File: config.mk
export PLATFORM = sky130hd
export DESIGN_NAME = rgbled_fade_pwm
export DESIGN_NICKNAME = d
export VERILOG_FILES = /design/src/rtl/rgbled_pkg.sv /design/src/rtl/rgbled_fade_ch.sv /design/src/rtl/rgbled_fade_pwm.sv
export SDC_FILE = /design/constraint.sdc
export NUM_CORES = 1
export LEC_CHECK = 0
export CAP_MARGIN = 20
export CORE_MARGIN = 1.5
export CORE_UTILIZATION = 32
export CTS_CLUSTER_SIZE = 20
export DETAILED_ROUTE_END_ITERATION = 16
export SLEW_MARGIN = 20
export SYNTH_ARGS = -nofsm -noshare
export SYNTH_HDL_FRONTEND = slang
export SYNTH_SLANG_ARGS = --single-unit
File: constraint.sdc
create_clock -name clk_i -period 4.31 [get_ports clk_i]
set_input_delay 1.293 -clock clk_i [delete_from_list [all_inputs] [get_ports clk_i]]
set_output_delay 1.293 -clock clk_i [all_outputs]
set_load 0.005 [all_outputs]
File: src/rtl/rgbled_pkg.sv
// Shared definitions for the RGB LED fade/PWM block.
// Holds the bit offsets of each lane inside a 32-bit per-LED word, the duty
// width, the colour index enum, and a helper that maps a colour index to its
// lane offset.
package rgbled_pkg;

  localparam int WORD_W    = 32;
  localparam int DUTY_W    = 8;
  localparam int RED_LSB   = 24;
  localparam int GREEN_LSB = 16;
  localparam int BLUE_LSB  = 8;
  localparam int STEP_LSB  = 0;

  typedef enum logic [1:0] {
    RED   = 2'd0,
    GREEN = 2'd1,
    BLUE  = 2'd2
  } colour_e;

  // Bit offset of a colour's target byte inside one LED word.
  function automatic int lane_lsb(input int col);
    case (col)
      int'(RED):   lane_lsb = RED_LSB;
      int'(GREEN): lane_lsb = GREEN_LSB;
      int'(BLUE):  lane_lsb = BLUE_LSB;
      default:     lane_lsb = STEP_LSB;
    endcase
  endfunction

endpackage

File: src/rtl/rgbled_fade_ch.sv
// One PWM colour channel: target register, current duty register with a
// saturating ramp toward the target, counter compare and registered output.
// Ports:
//   clk_i, rst_i  - clock, synchronous active-high reset
//   enable_i      - global run enable (output forced low when 0)
//   load_i        - capture target_i into the target register
//   boundary_i    - PWM period boundary; the only time cur may move
//   cnt_i         - shared 8-bit PWM counter
//   target_i      - new target duty
//   step_i        - fade step of the owning LED (already registered)
//   pwm_o         - registered PWM output
//   busy_o        - current duty differs from target (combinational)
module rgbled_fade_ch
  import rgbled_pkg::*;
(
  input  logic              clk_i,
  input  logic              rst_i,
  input  logic              enable_i,
  input  logic              load_i,
  input  logic              boundary_i,
  input  logic [DUTY_W-1:0] cnt_i,
  input  logic [DUTY_W-1:0] target_i,
  input  logic [DUTY_W-1:0] step_i,
  output logic              pwm_o,
  output logic              busy_o
);

  logic [DUTY_W-1:0] target_q;
  logic [DUTY_W-1:0] cur_q;
  logic [DUTY_W-1:0] cur_d;
  logic              pwm_q;
  logic [DUTY_W:0]   sum_s;
  logic [DUTY_W:0]   diff_s;

  // Saturating ramp of the current duty; sums are 9 bits so neither direction wraps.
  always_comb begin
    sum_s  = {1'b0, cur_q} + {1'b0, step_i};
    diff_s = {1'b0, cur_q} - {1'b0, step_i};
    cur_d  = cur_q;
    if (boundary_i) begin
      if (step_i == {DUTY_W{1'b0}}) begin
        cur_d = target_q;
      end else if (cur_q < target_q) begin
        if (sum_s >= {1'b0, target_q}) begin
          cur_d = target_q;
        end else begin
          cur_d = sum_s[DUTY_W-1:0];
        end
      end else if (cur_q > target_q) begin
        // diff_s[DUTY_W] set means cur-step went negative
        if (diff_s[DUTY_W] || (diff_s[DUTY_W-1:0] <= target_q)) begin
          cur_d = target_q;
        end else begin
          cur_d = diff_s[DUTY_W-1:0];
        end
      end else begin
        cur_d = cur_q;
      end
    end else begin
      cur_d = cur_q;
    end
  end

  // Target capture, duty update and registered compare output.
  always_ff @(posedge clk_i) begin
    if (rst_i) begin
      target_q <= {DUTY_W{1'b0}};
      cur_q    <= {DUTY_W{1'b0}};
      pwm_q    <= 1'b0;
    end else begin
      if (load_i) begin
        target_q <= target_i;
      end else begin
        target_q <= target_q;
      end
      cur_q <= cur_d;
      pwm_q <= enable_i && (cnt_i < cur_q);
    end
  end

  assign pwm_o  = pwm_q;
  assign busy_o = (cur_q != target_q);

endmodule

File: src/rtl/rgbled_fade_pwm.sv
// Multi-LED RGB PWM driver with per-period fading toward programmed targets.
// A shared prescaler and 8-bit counter time the PWM; every period boundary
// each channel steps its duty toward its target.
// Ports:
//   clk_i, rst_i          - clock, synchronous active-high reset
//   led_i                 - per-LED words {red, green, blue, step}
//   led_valid_i           - one-cycle strobe capturing led_i
//   prescale_i            - tick divider (tick every prescale_i+1 cycles)
//   enable_i              - global run enable
//   o_red/o_green/o_blue  - PWM outputs, one bit per LED
//   period_o              - pulse in the first cycle of each period
//   busy_o                - some channel is still fading
module rgbled_fade_pwm
  import rgbled_pkg::*;
#(
  parameter int NLEDS      = 2,
  parameter int PRESCALE_W = 16
) (
  input  logic                    clk_i,
  input  logic                    rst_i,
  input  logic [WORD_W*NLEDS-1:0] led_i,
  input  logic                    led_valid_i,
  input  logic [PRESCALE_W-1:0]   prescale_i,
  input  logic                    enable_i,
  output logic [NLEDS-1:0]        o_red,
  output logic [NLEDS-1:0]        o_green,
  output logic [NLEDS-1:0]        o_blue,
  output logic                    period_o,
  output logic                    busy_o
);

  localparam int NCH = 3 * NLEDS;

  logic [PRESCALE_W-1:0]         presc_q;
  logic [PRESCALE_W-1:0]         presc_d;
  logic [DUTY_W-1:0]             cnt_q;
  logic [DUTY_W-1:0]             cnt_d;
  logic                          period_q;
  logic                          period_d;
  logic                          busy_q;
  logic [NLEDS-1:0][DUTY_W-1:0]  step_q;
  logic                          tick_s;
  logic                          boundary_s;
  logic [NCH-1:0]                pwm_s;
  logic [NCH-1:0]                ch_busy_s;

  // Tick and period-boundary decode from the shared counters.
  always_comb begin
    tick_s     = 1'b0;
    boundary_s = 1'b0;
    if (enable_i) begin
      tick_s     = (presc_q == prescale_i);
      boundary_s = tick_s && (cnt_q == {DUTY_W{1'b1}});
    end else begin
      tick_s     = 1'b0;
      boundary_s = 1'b0;
    end
  end

  // Next state of prescaler, PWM counter and period pulse.
  always_comb begin
    presc_d  = presc_q;
    cnt_d    = cnt_q;
    period_d = 1'b0;
    if (!enable_i) begin
      presc_d = {PRESCALE_W{1'b0}};
      cnt_d   = {DUTY_W{1'b0}};
    end else if (tick_s) begin
      presc_d  = {PRESCALE_W{1'b0}};
      cnt_d    = cnt_q + {{(DUTY_W-1){1'b0}}, 1'b1};
      period_d = boundary_s;
    end else begin
      presc_d = presc_q + {{(PRESCALE_W-1){1'b0}}, 1'b1};
    end
  end

  // Shared timing registers and the registered busy reduction.
  always_ff @(posedge clk_i) begin
    if (rst_i) begin
      presc_q  <= {PRESCALE_W{1'b0}};
      cnt_q    <= {DUTY_W{1'b0}};
      period_q <= 1'b0;
      busy_q   <= 1'b0;
    end else begin
      presc_q  <= presc_d;
      cnt_q    <= cnt_d;
      period_q <= period_d;
      busy_q   <= |ch_busy_s;
    end
  end

  // Per-LED fade step capture; a capture on a boundary edge only affects later ramps.
  always_ff @(posedge clk_i) begin
    if (rst_i) begin
      step_q <= {(NLEDS*DUTY_W){1'b0}};
    end else if (led_valid_i) begin
      for (int l = 0; l < NLEDS; l++) begin
        step_q[l] <= led_i[WORD_W*l+STEP_LSB +: DUTY_W];
      end
    end else begin
      step_q <= step_q;
    end
  end

  for (genvar c = 0; c < NCH; c++) begin : g_ch
    localparam int LED = c / 3;
    localparam int LSB = lane_lsb(c % 3);
    rgbled_fade_ch u_ch (
      .clk_i      (clk_i),
      .rst_i      (rst_i),
      .enable_i   (enable_i),
      .load_i     (led_valid_i),
      .boundary_i (boundary_s),
      .cnt_i      (cnt_q),
      .target_i   (led_i[WORD_W*LED+LSB +: DUTY_W]),
      .step_i     (step_q[LED]),
      .pwm_o      (pwm_s[c]),
      .busy_o     (ch_busy_s[c])
    );
  end

  for (genvar l = 0; l < NLEDS; l++) begin : g_led
    assign o_red[l]   = pwm_s[3*l+int'(RED)];
    assign o_green[l] = pwm_s[3*l+int'(GREEN)];
    assign o_blue[l]  = pwm_s[3*l+int'(BLUE)];
  end

  assign period_o = period_q;
  assign busy_o   = busy_q;

endmodule

==> impl_metrics.toml, run 1 <==
[finish]
nFillCells = 4535
areaGrowthSynthToFinish_pct = 17.1
fin_util_pct = 38.3
fin_nets = 2242
drive_above_1_share_pct = 7.52

[critical_path]
cp_max_fo = 8
r2r-end = "g_ch[3].u_ch.cur_q[7]$_SDFFE_PP0P_"
cp_top_family = "compound AO/OA/AOI/OAI gates"
end_kind = "flip-flop"
start_kind = "flip-flop"
worstPathArrival_ps = 4490
critPathBufInv = 1
crit_type = "flip-flop to flip-flop"
slowest_stage = "or4_1"
r2r_start = "step_q[8]$_SDFFE_PP0P_"
crit_required_ps = 4650
path_cells = "ha_1, fa_1, a21oi_1, o21bai_1, a221o_1, xnor2_2, ha_1, o2111ai_2, nor3_1, or4_1, a2111o_1, buf_4, o22a_1, o31ai_1, nor3_1"
reg2regPathDepth = 15
cpPeakStageDelay_ps = 480
r2r_setup_slack_ps = 150

[place]
place_congestion = 0.951
hpwl_um = 37600
numPortBuffers = 91

[synth]
async_reset_ff_share_pct = 0
syn-instance-count = 1749
synth_compound_area_share_pct = 21.9
ys_ff_latch = 144
synth_xor_area_share_pct = 5.90
yosys.area.top_type = "ha_1"
yosys-top-cells-count = "284 x ha_1, 179 x nor2_1, 150 x inv_1"
yosysMostFrequentCell = "ha_1"
netlist_top_cells_area = "ha_1 24%, dfxtp_1 20%, mux2i_1 4.9%"
ys_seq_area_share_pct = 19.8
synth_ff_type = "dfxtp_1"
synth_area_sq_um = 14600
synth_fa_ha_area_share_pct = 26.1
yosysTopAreaCellShare_pct = 24.4
yosysUniqueCellTypes = 75
avgSynthCellArea_sq_um = 8.32
synth_top_family_by_area = "adder cells"
syn-num-nets = 2129
synth_simple_gate_area_share_pct = 15.0
synth-edff-count = 0
synth_mux_area_share_pct = 5.50
yosysWarnings = 0

[worst_hold_path]
hp-start = "g_ch[0].u_ch.target_q[5]$_SDFFE_PP0P_"
whs_endpoint = "g_ch[0].u_ch.target_q[5]$_SDFFE_PP0P_"
holdCritPathClass = "flip-flop to flip-flop"
hold_depth = 2

[global_routing]
overflow = 0
track_usage_pct = 20.2
antenna_found_initial = 0
grt_pass1_vias = 13500
grt_max_degree = 38
grt_pass1_wl_um = 74500

[timing]
maxSlewHeadroom_pct = 48.4
holdWs_ps = 492
worst_pin_slew_ps = 774
finalCritPeriodShare_pct = 96.5
min_period_ps = 4160
drv_slew = 0
fmax_mhz = 240
skew_ps = 12.7
hold_viol = 0
setup_viol = 0

[pwr]
p_leak_nw = 7.30
power.net_switching_mw = 1.53
p_int_mw = 2.69
max-vdd-ir-drop_uv = 273
power_density_nw_per_um2 = 248
share_comb_of_total_power_pct = 33.0
swShare_pct = 36.2
seq_power_share_pct = 33.3
p_clk_share_pct = 33.8

[clocking]
clk_pin_slew_ps = 70
cts_sinks = 144
cts_buffers = 17
clk_path_buf_depth = 2
htreeDepth = 4
clkLatencyLatePin_ps = 460
root_buffer = "clkbuf_16"
cts_tree = "done"

[floorplanning]
core_sq_um = 44500
die_h_um = 216
rows = 77
die_w_um = 216
die-area_sq_um = 46800
io_pins = 92
start_util_pct = 32.7

[detailed_routing]
drt-initial-drc-count = 880
drtAntennaViolNets = 0
wire_per_inst_um = 19.2
drt-pass1-iter-count = 5
drc_errors = 0
viasPerCell = 5.44
routed_wl_um = 47300
num_vias = 13400

[status]
status = "finished, final reports clean"

[job]
drv_cap = 0
==> layout make-up <==
class	instances	area [sq um]	share of cell area (%)
Tap cell	592	741	4.35
Timing Repair Buffer	155	1400	8.21
Clock buffer	18	429	2.52
Multi-Input combinational cell	1392	10900	64.0
Inverter	152	571	3.35
Antenna cell	1	2.50	0.0147
Clock inverter	14	106	0.624
Sequential cell	144	2880	16.9
==> cell families after synthesis <==
family | after synthesis
adder cells (fa/ha/maj) | 296
flip-flops | 144
multiplexers | 79
AND/OR/NAND/NOR | 452
XOR/XNOR | 98
AO/OA/AOI/OAI | 467
buffers and inverters | 213
==> layout by cell type, fill, tap and decap left out, types with 6 or more instances in the layout <==
master / synthesis / final
mux2_2: 8 / 8
a221oi_1: 13 / 8
and3_1: 11 / 11
nand3_1: 27 / 27
nor2b_1: 32 / 32
xnor2_1: 59 / 58
or3_1: 8 / 8
clkdlybuf4s50_1: 0 / 89
nand2b_1: 26 / 26
dfxtp_1: 144 / 143
a21o_1: 68 / 67
o21bai_1: 10 / 10
o21a_1: 20 / 20
mux2i_1: 71 / 71
buf_4: 6 / 65
a22oi_1: 8 / 7
o211ai_1: 20 / 20
or2_2: 8 / 8
nand2_1: 68 / 68
fa_1: 12 / 12
a21oi_1: 110 / 110
a211oi_1: 27 / 27
o22ai_1: 7 / 7
nand4_1: 29 / 29
xor2_1: 39 / 39
or4_1: 6 / 6
o31a_1: 6 / 6
clkbuf_16: 0 / 17
a32oi_1: 7 / 7
ha_1: 284 / 284
inv_1: 150 / 148
nor3_1: 26 / 26
nor2_1: 179 / 179
a31oi_1: 25 / 25
o21ai_0: 70 / 69
o31ai_1: 8 / 8
nor4_1: 13 / 12
==> through the flow <==
step / std cells / power, mW / setup WS [ps] / instance area [sq um] / TNS (ps)
2_1_floorplan: 1749 / 2.32 / 170 / 14600 / 0
3_3_place_gp: 2432 / 2.75 / 160 / 16400 / 0
3_5_place_dp: 2432 / 2.77 / 71.5 / 16400 / 0
4_1_cts: 2464 / 4.21 / 38.3 / 16900 / 0
5_1_grt: 2467 / 4.45 / -58.2 / 17000 / -181
6_report: 2468 / 4.22 / 152 / 17000 / 0
==> power by group through the flow <==
stage / clock, mW / combinational (mW) / sequential, mW
floorplan: 0 / 0.896 / 1.43
global placement: 0 / 1.31 / 1.43
detailed placement: 0 / 1.34 / 1.44
CTS: 1.46 / 1.35 / 1.41
global route: 1.51 / 1.53 / 1.41
finish: 1.43 / 1.39 / 1.41
==> state kept, by name, indices dropped and copies added, names as in the netlist <==
| register | count |
|---|---|
| g_ch.u_ch.cur_q | 48 |
| g_ch.u_ch.target_q | 48 |
| presc_q | 16 |
| step_q | 16 |
| cnt_q | 8 |
| g_ch.u_ch.pwm_o | 6 |
| busy_o | 1 |
| period_o | 1 |
==> worst max path at each step <==
stage | start | slack, ps | endpoint | depth (start not counted)
after floorplan | step_q[9]$_SDFFE_PP0P_ | 170 | g_ch[4].u_ch.cur_q[0]$_SDFFE_PP0P_ | 16
after global placement | step_q[8]$_SDFFE_PP0P_ | 160 | g_ch[3].u_ch.cur_q[3]$_SDFFE_PP0P_ | 14
after detailed placement | step_q[8]$_SDFFE_PP0P_ | 70 | g_ch[3].u_ch.cur_q[3]$_SDFFE_PP0P_ | 16
after CTS | step_q[8]$_SDFFE_PP0P_ | 40 | g_ch[3].u_ch.cur_q[1]$_SDFFE_PP0P_ | 16
after global routing | step_q[8]$_SDFFE_PP0P_ | -60 | g_ch[3].u_ch.cur_q[7]$_SDFFE_PP0P_ | 15
final | step_q[8]$_SDFFE_PP0P_ | 150 | g_ch[3].u_ch.cur_q[7]$_SDFFE_PP0P_ | 15
==> worst min-delay path, delay by kind of cell, from the launching register on <==
kind             cells  cell delay (ps)
AND/OR/NAND/NOR      1               70
multiplexers         1               60
flip-flops           1              330
==> timing repair <==
action,in CTS,in global routing
setup endpoints to repair,0,20
setup buffers,0,3
hold buffers,0,0
resized for setup,0,24
==> routing by layer <==
| layer | track usage [%] | up-vias | part of all wire [%] |
|---|---|---|---|
| met5 | 0 | - | 0 |
| met4 | 6.57 | 0 | 2.3 |
| met3 | 3.02 | 71 | 5.4 |
| met2 | 34.2 | 395 | 47 |
| met1 | 26.2 | 6388 | 45 |
| li1 | - | 6567 | - |
Power figures use the tool's default switching activity.
==> inputs of run 2 (changes only) <==
GPL_TIMING_DRIVEN = 0   (was unset)
==> impl_metrics.toml, run 2 (same netlist as run 1, synthesis figures left out) <==
[critical_path]
r2r_start = "step_q[11]$_SDFFE_PP0P_"
crit_type = "flip-flop to flip-flop"
worstPathArrival_ps = 4670
crit_required_ps = 4710
cpPeakStageDelay_ps = 490
reg2regPathDepth = 17
path_cells = "clkinvlp_4, ha_4, nor2_1, a21oi_1, o41ai_2, buf_4, o41ai_2, xor2_1, ha_1, o2111ai_2, nor3_2, or4_1, a2111o_1, buf_4, a21o_4, a221oi_2, o21a_1"
endpoint = "g_ch[3].u_ch.cur_q[1]$_SDFFE_PP0P_"
r2r_setup_slack_ps = 40
cp_max_fo = 9
end_kind = "flip-flop"
crit_path_start = "step_q[11]$_SDFFE_PP0P_"
r2r-end = "g_ch[3].u_ch.cur_q[1]$_SDFFE_PP0P_"
slowest_stage = "or4_1"
start_kind = "flip-flop"

[detailed_routing]
drtAntennaViolNets = 0
viasPerCell = 5.44
wire_per_inst_um = 19.3
drc_errors = 0
drt-initial-drc-count = 873
drt-pass1-iter-count = 5
num_vias = 13500
routed_wl_um = 48000

[floorplanning]
start_util_pct = 32.7
io_pins = 92
die_w_um = 216
rows = 77
core_sq_um = 44500
die_h_um = 216
die-area_sq_um = 46800

[clocking]
htreeDepth = 4
clk_pin_slew_ps = 70
hold_buffers = 0
cts_tree = "done"
cts_sinks = 144
clk_path_buf_depth = 2
clkLatencyLatePin_ps = 460
root_buffer = "clkbuf_16"
cts_buffers = 17

[pwr]
total_power_mw = 4.44
p_clk_share_pct = 36.0
swShare_pct = 34.8
p_leak_nw = 7.36
power_density_nw_per_um2 = 255
share_comb_of_total_power_pct = 31.9
power.net_switching_mw = 1.54
seq_power_share_pct = 32.1
p_int_mw = 2.90
max-vdd-ir-drop_uv = 271

[status]
status = "finished, final reports clean"

[finish]
final_common_cell = "ha_1"
instances_no_fill = 2483
final_area_sq_um = 17400
multi_input_area_sq_um = 11200
top_regs = "g_ch.u_ch.cur_q (48), g_ch.u_ch.target_q (48)"
final_cell_mix = "276 x ha_1, 178 x nor2_1, 144 x inv_1"
register_area_sq_um = 2920
drive_above_1_share_pct = 9.25
fin_util_pct = 39.1
diodes = 0
nFillCells = 4543
areaGrowthSynthToFinish_pct = 19.6
fin_nets = 2258

[global_routing]
grt_max_degree = 17
grt_pass1_wl_um = 74200
track_usage_pct = 20.4
grt_pass1_vias = 13200
antenna_found_initial = 0
overflow = 0

[timing]
hold_viol = 0
tns_ps = 0
min_period_ps = 4270
drv_slew = 0
skew_ps = 12.0
maxSlewHeadroom_pct = 25.4
layout_setup_ws_ps = 39.7
fmax_mhz = 234
holdWs_ps = 482
setup_viol = 0
finalCritPeriodShare_pct = 99.1
worst_pin_slew_ps = 1120

[worst_hold_path]
hold_depth = 2
holdCritPathClass = "flip-flop to flip-flop"

[place]
hpwl_um = 37900
dpl_cell_area_sq_um = 16200
preCtsSetupSlack_ps = -894
numPortBuffers = 89
dp.cells = 2430
place_congestion = 0.930

[job]
drv_cap = 0
## run 2: cell types whose count changed in the layout (fill, tap and decap cells not counted), sizes merged
| cell | previous run | this run |
|---|---|---|
| buf | 66 | 51 |
| inv | 155 | 149 |
| diode | 1 | 0 |
| clkinvlp | 4 | 5 |
| clkinv | 7 | 9 |
| bufinv | 0 | 3 |
| clkbuf | 18 | 49 |
## run 2: worst min-delay path by stage
stage	start	to	slack [ps]
2_1_floorplan	g_ch[4].u_ch.target_q[1]$_SDFFE_PP0P_	g_ch[4].u_ch.cur_q[1]$_SDFFE_PP0P_	440
3_3_place_gp	presc_q[0]$_SDFF_PP0_	presc_q[0]$_SDFF_PP0_	480
3_5_place_dp	g_ch[4].u_ch.target_q[4]$_SDFFE_PP0P_	g_ch[4].u_ch.cur_q[4]$_SDFFE_PP0P_	480
4_1_cts	g_ch[4].u_ch.target_q[4]$_SDFFE_PP0P_	g_ch[4].u_ch.cur_q[4]$_SDFFE_PP0P_	490
5_1_grt	presc_q[0]$_SDFF_PP0_	presc_q[0]$_SDFF_PP0_	520
6_report	g_ch[4].u_ch.target_q[4]$_SDFFE_PP0P_	g_ch[4].u_ch.cur_q[4]$_SDFFE_PP0P_	480
## run 2: critical path: cells and delay by family (launching register included)
kind | cells | cell delay, ps
compound gates | 8 | 1720
fa+ha+maj | 2 | 650
simple gates | 3 | 620
buf+inv | 3 | 540
flops | 1 | 420
xor+xnor | 1 | 240
## run 2: per-layer routing
| metal | vias to the layer above | track usage (%) | routed length (um) | part of all wire, % |
|---|---|---|---|---|
| met5 | - | 0 | 0 | 0 |
| met3 | 95 | 2.92 | 2440 | 5.1 |
| met2 | 403 | 33.7 | 22200 | 46 |
| li1 | 6604 | - | - | - |
| met4 | 0 | 7.80 | 1580 | 3.3 |
| met1 | 6397 | 26.7 | 21800 | 45 |
## run 2: power groups by stage
stage	Combinational, mW	Clock (mW)	Sequential, mW
after floorplan	0.896	0	1.43
after global placement	1.26	0	1.46
after detailed placement	1.28	0	1.46
after CTS	1.33	1.63	1.43
after global routing	1.55	1.68	1.43
final	1.42	1.60	1.43
## run 2: final cells by class
class / instances / area share, %
timing repair buffer: 117 / 6.33
clock buffer: 18 / 2.52
multi-input combinational: 1392 / 64.3
clock inverter: 14 / 1.05
inverter: 152 / 3.34
buffer: 54 / 1.44
tap: 592 / 4.26
sequential: 144 / 16.7
## run 2: repair_timing
action                                  4_1_cts  5_1_grt
pin swaps                                     3       28
endpoints found under the setup margin       48       45
buffers inserted                              9       19
resized for setup                            42       56
==> inputs of run 3 (changes only) <==
CORE_UTILIZATION = 25   (was 32)
==> impl_metrics.toml, run 3 (same netlist as run 1, synthesis figures left out) <==
[critical_path]
slowest_stage = "or4_1"
crit_required_ps = 4740
start_kind = "flip-flop"
worstPathArrival_ps = 4640
path_cells = "clkinvlp_4, ha_4, buf_6, inv_1, a21oi_2, o21bai_1, a221o_1, xnor2_2, ha_4, a21boi_1, nor3_2, or4_1, a2111o_1, buf_6, a21o_4, a221oi_4, o21a_1"
crit_type = "flip-flop to flip-flop"
end_kind = "flip-flop"
cpPeakStageDelay_ps = 480
cp_max_fo = 9

[place]
hpwl_um = 39600
place_congestion = 0.943
numPortBuffers = 89
dpl_cell_area_sq_um = 16400

[global_routing]
grt_pass1_vias = 13700
grt_max_degree = 17
grt_pass1_wl_um = 76800
antenna_found_initial = 4
track_usage_pct = 16.8
overflow = 0

[detailed_routing]
drc_errors = 0
num_vias = 13600
wire_per_inst_um = 18.8
viasPerCell = 5.12
drt-initial-drc-count = 954
routed_wl_um = 49900
drtAntennaViolNets = 0
drt-pass1-iter-count = 5

[finish]
final_cell_mix = "273 x ha_1, 177 x nor2_1, 145 x inv_1"
top_regs = "g_ch.u_ch.cur_q (48), g_ch.u_ch.target_q (48)"
nFillCells = 6072
final_common_cell = "ha_1"
drive_above_1_share_pct = 9.33
areaGrowthSynthToFinish_pct = 21.2
final_area_sq_um = 17600
fin_util_pct = 30.6
fin_nets = 2253

[clocking]
hold_buffers = 0
cts_sinks = 144
clkLatencyLatePin_ps = 490
htreeDepth = 4
cts_tree = "done"
clk_pin_slew_ps = 60
clk_path_buf_depth = 2
root_buffer = "clkbuf_16"
cts_buffers = 17

[timing]
setup_viol = 0
maxSlewHeadroom_pct = 33.3
hold_viol = 0
tns_ps = 0
skew_ps = 8.45
min_period_ps = 4210
drv_slew = 0
rsz0062_at_grt = "yes"
holdWs_ps = 487
finalCritPeriodShare_pct = 97.7
worst_pin_slew_ps = 992
fmax_mhz = 238

[floorplanning]
die_h_um = 244
start_util_pct = 25.3
die-area_sq_um = 59700
die_w_um = 244
io_pins = 92
rows = 88
core_sq_um = 57600

[status]
status = "finished, final reports clean"

[pwr]
power_density_nw_per_um2 = 253
p_leak_nw = 7.32
max-vdd-ir-drop_uv = 315

[job]
drv_cap = 0

[worst_hold_path]
holdCritPathClass = "flip-flop to flip-flop"
-- run 3: repair_timing --
| item | CTS | global route |
|---|---|---|
| pin swaps | 11 | 19 |
| setup endpoints to repair | 43 | 47 |
| resized for setup | 48 | 59 |
| setup buffers | 15 | 9 |
-- run 3: final timing paths --
path / end / depth (start not counted) / startpoint / slack (ps)
worst min-delay path: g_ch[4].u_ch.cur_q[1]$_SDFFE_PP0P_ / 2 / g_ch[4].u_ch.target_q[1]$_SDFFE_PP0P_ / 490
worst min register to register: g_ch[4].u_ch.cur_q[1]$_SDFFE_PP0P_ / 2 / g_ch[4].u_ch.target_q[1]$_SDFFE_PP0P_ / 490
worst max register to register: g_ch[3].u_ch.cur_q[6]$_SDFFE_PP0P_ / 17 / step_q[10]$_SDFFE_PP0P_ / 100
worst max-delay path: g_ch[3].u_ch.cur_q[6]$_SDFFE_PP0P_ / 17 / step_q[10]$_SDFFE_PP0P_ / 100
-- run 3: power by group --
group	internal [mW]	switching [mW]	total [mW]
logic	0.608	0.844	1.45
registers	1.37	0.0553	1.42
clock network	0.923	0.662	1.58
total	2.90	1.56	4.46
-- run 3: per-stage QoR --
stage	std cells	setup WS, ps	total power [mW]
after CTS	2644	0.547	4.42
after global placement	2603	-1030	2.73
after global routing	2654	-45.5	4.71
after detailed placement	2603	-1160	2.75
after floorplan	1749	170	2.32
final	2654	99.9	4.46
-- run 3: layout make-up --
| cell class | instances | area (sq um) | area share (%) |
|---|---|---|---|
| multi-input combinational | 1392 | 11200 | 63.7 |
| clock inverter | 13 | 161 | 0.915 |
| tap | 765 | 957 | 5.43 |
| buffer | 53 | 259 | 1.47 |
| inverter | 152 | 582 | 3.30 |
| sequential | 144 | 2910 | 16.5 |
| antenna | 3 | 7.51 | 0.0426 |
| clock buffer | 19 | 443 | 2.51 |
| timing repair buffer | 113 | 1080 | 6.14 |
-- run 3: metal layers --
layer | track usage (%) | share of wire [%] | up-vias | wire [um]
li1 | - | - | 6580 | -
met1 | 20.7 | 44 | 6491 | 22000
met2 | 27.4 | 45 | 421 | 22600
met3 | 4.80 | 7.3 | 93 | 3630
met4 | 6.84 | 3.2 | 2 | 1610
met5 | 0 | 0.024 | - | 12
-- run 3: worst max-delay path, delay by kind of cell, from the launching register on --
| kind | cells | cell delay (ps) |
|---|---|---|
| adder cells (fa/ha/maj) | 2 | 560 |
| XOR/XNOR | 1 | 250 |
| AND/OR/NAND/NOR | 2 | 560 |
| flip-flops | 1 | 380 |
| buffers and inverters | 4 | 490 |
| AO/OA/AOI/OAI | 8 | 1920 |
